--- src/rtl/sifh_tof_capture.sv ---
// First-photon time-of-flight capture feeding the SiFH histogram stage.
// Emits one bin code per laser window (all-ones when no photon) with pixel/acq/data indices.
module sifh_tof_capture #(
   parameter int unsigned NP        = 10,
   parameter int unsigned WINDOW    = 1023,
   parameter int unsigned DATA_NUM  = 2,
   parameter int unsigned ACQ_NUM   = 3,
   parameter int unsigned PIXEL_NUM = 4,
   localparam int unsigned DW = (DATA_NUM  > 1) ? $clog2(DATA_NUM)  : 1,
   localparam int unsigned AW = (ACQ_NUM   > 1) ? $clog2(ACQ_NUM)   : 1,
   localparam int unsigned PW = (PIXEL_NUM > 1) ? $clog2(PIXEL_NUM) : 1
) (
   input  logic          clk,
   input  logic          res,
   input  logic          enable,
   input  logic          laser_sync,
   input  logic          spad_in,
   output logic [NP-1:0] data,
   output logic          wrEn,
   output logic [DW-1:0] data_idx,
   output logic [AW-1:0] acq_idx,
   output logic [PW-1:0] pix_idx,
   output logic          frame_done,
   output logic          busy
);

   localparam logic [NP-1:0] NO_PHOTON = '1;
   localparam logic [NP-1:0] TERM      = NP'(WINDOW - 1);
   localparam logic [DW-1:0] DATA_MAX  = DW'(DATA_NUM - 1);
   localparam logic [AW-1:0] ACQ_MAX   = AW'(ACQ_NUM - 1);
   localparam logic [PW-1:0] PIX_MAX   = PW'(PIXEL_NUM - 1);

   typedef enum logic [1:0] {S_IDLE, S_RUN, S_WAIT} state_t;

   state_t        state;
   logic [2:0]    sync;
   logic          hit;
   logic [NP-1:0] cnt;
   logic [NP-1:0] cap;
   logic          got;
   logic          close_c;
   logic          last_word_c;

   assign close_c     = (cnt == TERM) || laser_sync;
   assign last_word_c = (data_idx == DATA_MAX) && (acq_idx == ACQ_MAX) && (pix_idx == PIX_MAX);

   // Two-flop synchronizer plus registered rising-edge detect; latency stays in the bin code
   always_ff @(posedge clk or negedge res) begin
      if (!res) begin
         sync <= '0;
         hit  <= 1'b0;
      end else begin
         sync <= {sync[1:0], spad_in};
         hit  <= sync[1] & ~sync[2];
      end
   end

   always_ff @(posedge clk or negedge res) begin
      if (!res) begin
         state      <= S_IDLE;
         cnt        <= '0;
         cap        <= '0;
         got        <= 1'b0;
         data       <= '0;
         wrEn       <= 1'b0;
         frame_done <= 1'b0;
         busy       <= 1'b0;
      end else begin
         wrEn       <= 1'b0;
         frame_done <= 1'b0;
         unique case (state)
            S_IDLE, S_WAIT: begin
               if (enable && laser_sync) begin
                  state <= S_RUN;
                  busy  <= 1'b1;
                  cnt   <= '0;
                  got   <= 1'b0;
               end else if (!enable) begin
                  state <= S_IDLE;
               end
            end
            S_RUN: begin
               cnt <= cnt + NP'(1);
               if (hit && !got) begin
                  got <= 1'b1;
                  cap <= cnt;
               end
               // A hit on the closing cycle still counts if nothing was captured yet
               if (close_c) begin
                  wrEn       <= 1'b1;
                  data       <= got ? cap : (hit ? cnt : NO_PHOTON);
                  frame_done <= last_word_c;
                  cnt        <= '0;
                  got        <= 1'b0;
                  if (!enable) begin
                     state <= S_IDLE;
                     busy  <= 1'b0;
                  end else if (laser_sync) begin
                     state <= S_RUN;
                     busy  <= 1'b1;
                  end else begin
                     state <= S_WAIT;
                     busy  <= 1'b0;
                  end
               end
            end
            default: begin
               state <= S_IDLE;
               busy  <= 1'b0;
            end
         endcase
      end
   end

   // Indices name the word on data; they step once each strobe has been presented
   always_ff @(posedge clk or negedge res) begin
      if (!res) begin
         data_idx <= '0;
         acq_idx  <= '0;
         pix_idx  <= '0;
      end else if (wrEn) begin
         if (data_idx == DATA_MAX) begin
            data_idx <= '0;
            if (acq_idx == ACQ_MAX) begin
               acq_idx <= '0;
               pix_idx <= (pix_idx == PIX_MAX) ? '0 : pix_idx + PW'(1);
            end else begin
               acq_idx <= acq_idx + AW'(1);
            end
         end else begin
            data_idx <= data_idx + DW'(1);
         end
      end
   end

endmodule

--- config.mk ---
export PLATFORM = sky130hd
export DESIGN_NAME = sifh_tof_capture
export DESIGN_NICKNAME = d
export VERILOG_FILES = /design/src/rtl/sifh_tof_capture.sv
export SDC_FILE = /design/constraint.sdc
export NUM_CORES = 1
export LEC_CHECK = 0
export CORE_MARGIN = 2
export CORE_UTILIZATION = 30
export CTS_CLUSTER_DIAMETER = 50
export CTS_CLUSTER_SIZE = 30
export DETAILED_ROUTE_END_ITERATION = 8
export PLACE_DENSITY_LB_ADDON = 0.3
export SETUP_SLACK_MARGIN = 0.05
export SYNTH_ARGS = -nofsm -noshare
export SYNTH_HDL_FRONTEND = slang
export SYNTH_SLANG_ARGS = --single-unit
--- constraint.sdc ---
create_clock -name clk -period 1.78 [get_ports clk]
set_input_delay 0.534 -clock clk [delete_from_list [all_inputs] [get_ports clk]]
set_output_delay 0.534 -clock clk [all_outputs]
set_load 0.05 [all_outputs]
==> metrics.md <==
| Metric | Value |
|---|---|
| Status | `finished clean` |
| Yosys warns | `0` |
| First drt pass iteration count | `4` |
| Vert. Die Dim | `approximately 86 um` |
| Clock slew at reported path FFs | `0.08 ns` |
| Max VDD drop | `0.000623 V` |
| Netlist cell types | `40` |
| Htree depth | `2` |
| Layout cells sized above 1 | `0.277` |
| Drt wl/cell | `13.3 um` |
| CP Data Required Time | `2.00 ns` |
| Crit path DAT | `1.87 ns` |
| Remaining antenna violation count after routing | `0` |
| Final period utilization | `0.924` |
| Die width | `between 80 and 90 um` |
| Clk sinks | `45` |
| # placed instances | `293` |
| F_max | `608 MHz` |
| CP Capture Type | `flop` |
| Slew Viols, Final | `0` |
| DP HPWL | `2940 um` |
| Routed WL | `3990 um` |
| Clock buffer depth | `2` |
| # Post-CTS Setup Buffers | `0` |
| Clk_lat worst skew | `0.29 ns` |
| Syn nets | `slightly below 200` |
| First-pass GRT wire length | `slightly below 7000 um` |
| Final Hold Fails | `0` |
| Critical Path Source Type | `input port` |
| Starting density of the core | `0.314` |
| Post-synthesis register bit count | `45` |
| Syn Area/Cell | `10.9 sq um` |
| Mapped cell area | `slightly above 2000 sq um` |
| Post-Syn Instances | `between 150 and 200` |
| Largest net degree at the start of global routing | `30` |
| Synth-to-Final Area Change | `34.9%` |
| Power per cell area | `1250 nW/um^2` |
| Root buffer cell | `clkbuf_8` |
| Die ar. | `7440 sq um` |
| Sequential cell area fraction in the yosys report | `0.555` |
| Worst hold path type | `input port to async pin` |
| PortBufs | `22` |
| Synth top area cells | `dfrtp_1 (55%), mux2_2 (6.1%), a21oi_1 (5.4%)` |
| Layout Nets | `231` |
| Layout Cells excl Fill | `301` |
| Num rows | `29` |
| GRT Resource Usage Total | `0.119` |
| Commonest non-fill, non-tap cell in the layout | `dfrtp_1` |
| Worst Tran Pin Value | `0.414 ns` |
| Post-synthesis async set-or-reset flop share | `1.00` |
| Via/cell ratio | `4.80` |
| Leakage | `1.26 nW` |
| Critical Path Fanout Max | `5` |
| CP top delay family | `buffers and inverters` |
| Fin crit period | `1.64 ns` |
| CTS tree | `built` |
| Worst path max stage delay | `0.53 ns` |
| Number of diodes | `0` |
| Core area | `between 6000 and 7000 sq um` |
| Post-synth EDFFs | `0` |
| Placed Area | `around 2600 sq um` |
| Synth Flop Type | `dfrtp_1` |
| Num CTS Buffers | `5` |
| Io pins | `23` |
| Most used cell, CP | `a21oi_2` |
| # DRC | `0` |
| Hold buffers post-CTS | `0` |
| Slowest CP cell | `clkdlybuf4s50_1` |
| Final RePlAce weighted congestion | `0.761` |
| Routed via count | `1445` |
| RSZ-0062 raised after global routing | `yes` |
| Crit path cell chain | `clkdlybuf4s50_1 > buf_4 > nand4b_1 > a21oi_2 > nand3_1 > a21oi_2` |
| Yosys top cell by area | `dfrtp_1` |
| Starting DRT DRC Count | `approximately 50` |
| Initial antenna violation count | `0` |
| Max Cap Viol | `0` |
| WP buf/inv | `2` |
| Post-CTS Resized | `0` |
| Post-route cell area | `2740 sq um` |
| Final Skew | `0.00548 ns` |
| Post-synth top area share | `0.555` |
| Filler Cell Count | `621` |
| Vias in the first global route | `roughly 1400` |
| Grt ovf | `0` |
| Most frequent cells in the layout | `dfrtp_1 (45), a21oi_1 (21), buf_12 (20)` |
| # setup viols final | `0` |
| CP Class | `input port to flop` |
| Rel. slew slack | `0.724` |
==> logic make-up after synthesis <==
group           after synthesis  share of synthesized area
compound gates               50                      0.154
simple gates                 48                      0.126
xor+xnor                      8                     0.0345
fa+ha+maj                     3                     0.0185
mux                          12                     0.0659
flops                        45                      0.555
buf+inv                      20                     0.0462
==> flip-flops by register name, summed over array words and instances, names as in the netlist, 2 cells and up <==
register,count
acq_idx,2
cnt,10
sync,3
cap,10
data,10
state,2
pix_idx,2
==> per-stage QoR <==
stage | hold slack, ns | utilization | total power, mW | setup TNS [ns] | worst slack [ns]
CTS | 0.170 | 0.423 | 3.46 | 0 | 0.103
floorplan | 0.238 | - | 1.99 | 0 | 0.336
global route | 0.190 | 0.424 | 3.57 | 0 | 0.0281
finish | 0.162 | 0.424 | 3.41 | 0 | 0.136
global placement | 0.335 | 0.405 | 2.68 | -2.65 | -0.151
detailed placement | 0.337 | 0.405 | 2.68 | -3.12 | -0.202
==> layer usage <==
metal	vias up	wire (um)	track usage	part of all wire
li1	714	-	-	-
met1	710	1900	0.157	0.48
met2	15	1930	0.192	0.48
met3	6	94	0.0286	0.024
met4	0	70	0.0426	0.018
met5	-	0	0	0
==> cell type report <==
class | instances | area (sq um) | share of cell area
Clock inverter | 2 | 38.8 | 0.0142
Multi-Input combinational cell | 121 | 820 | 0.299
Inverter | 12 | 45.0 | 0.0164
Clock buffer | 6 | 72.6 | 0.0265
Tap cell | 77 | 96.3 | 0.0352
Timing Repair Buffer | 38 | 541 | 0.197
Sequential cell | 45 | 1130 | 0.411
==> cell usage after synthesis, types with 2 or more instances <==
master	n
buf_6	2
o2111ai_1	4
nor3_1	2
o21ai_0	13
mux2_2	11
inv_1	12
nand2_1	17
xnor2_1	7
ha_1	3
nor2b_1	2
buf_2	2
a21o_1	3
nand3_1	4
and3_1	2
and3b_1	2
a21oi_1	22
clkbuf_1	3
dfrtp_1	45
nor2_1	9
==> power by group <==
group	internal [mW]	switching [mW]	leakage (nW)
Sequential	1.18	0.178	0.586
Combinational	0.625	0.666	0.622
Clock	0.421	0.342	0.0554
Total	2.23	1.19	1.26
==> worst paths after layout <==
path	startpoint	to	slack, ns	cells after the start
max	laser_sync	cnt[9]	0.14	6
min	res	busy	0.16	1
max reg2reg	cnt[0]	cnt[7]	0.23	7
min reg2reg	sync[0]	sync[1]	0.35	0
max in group asynchronous	res	got	1.13	2
min in group clk	sync[0]	sync[1]	0.35	0
No activity file was read; power rests on OpenSTA's default activity.
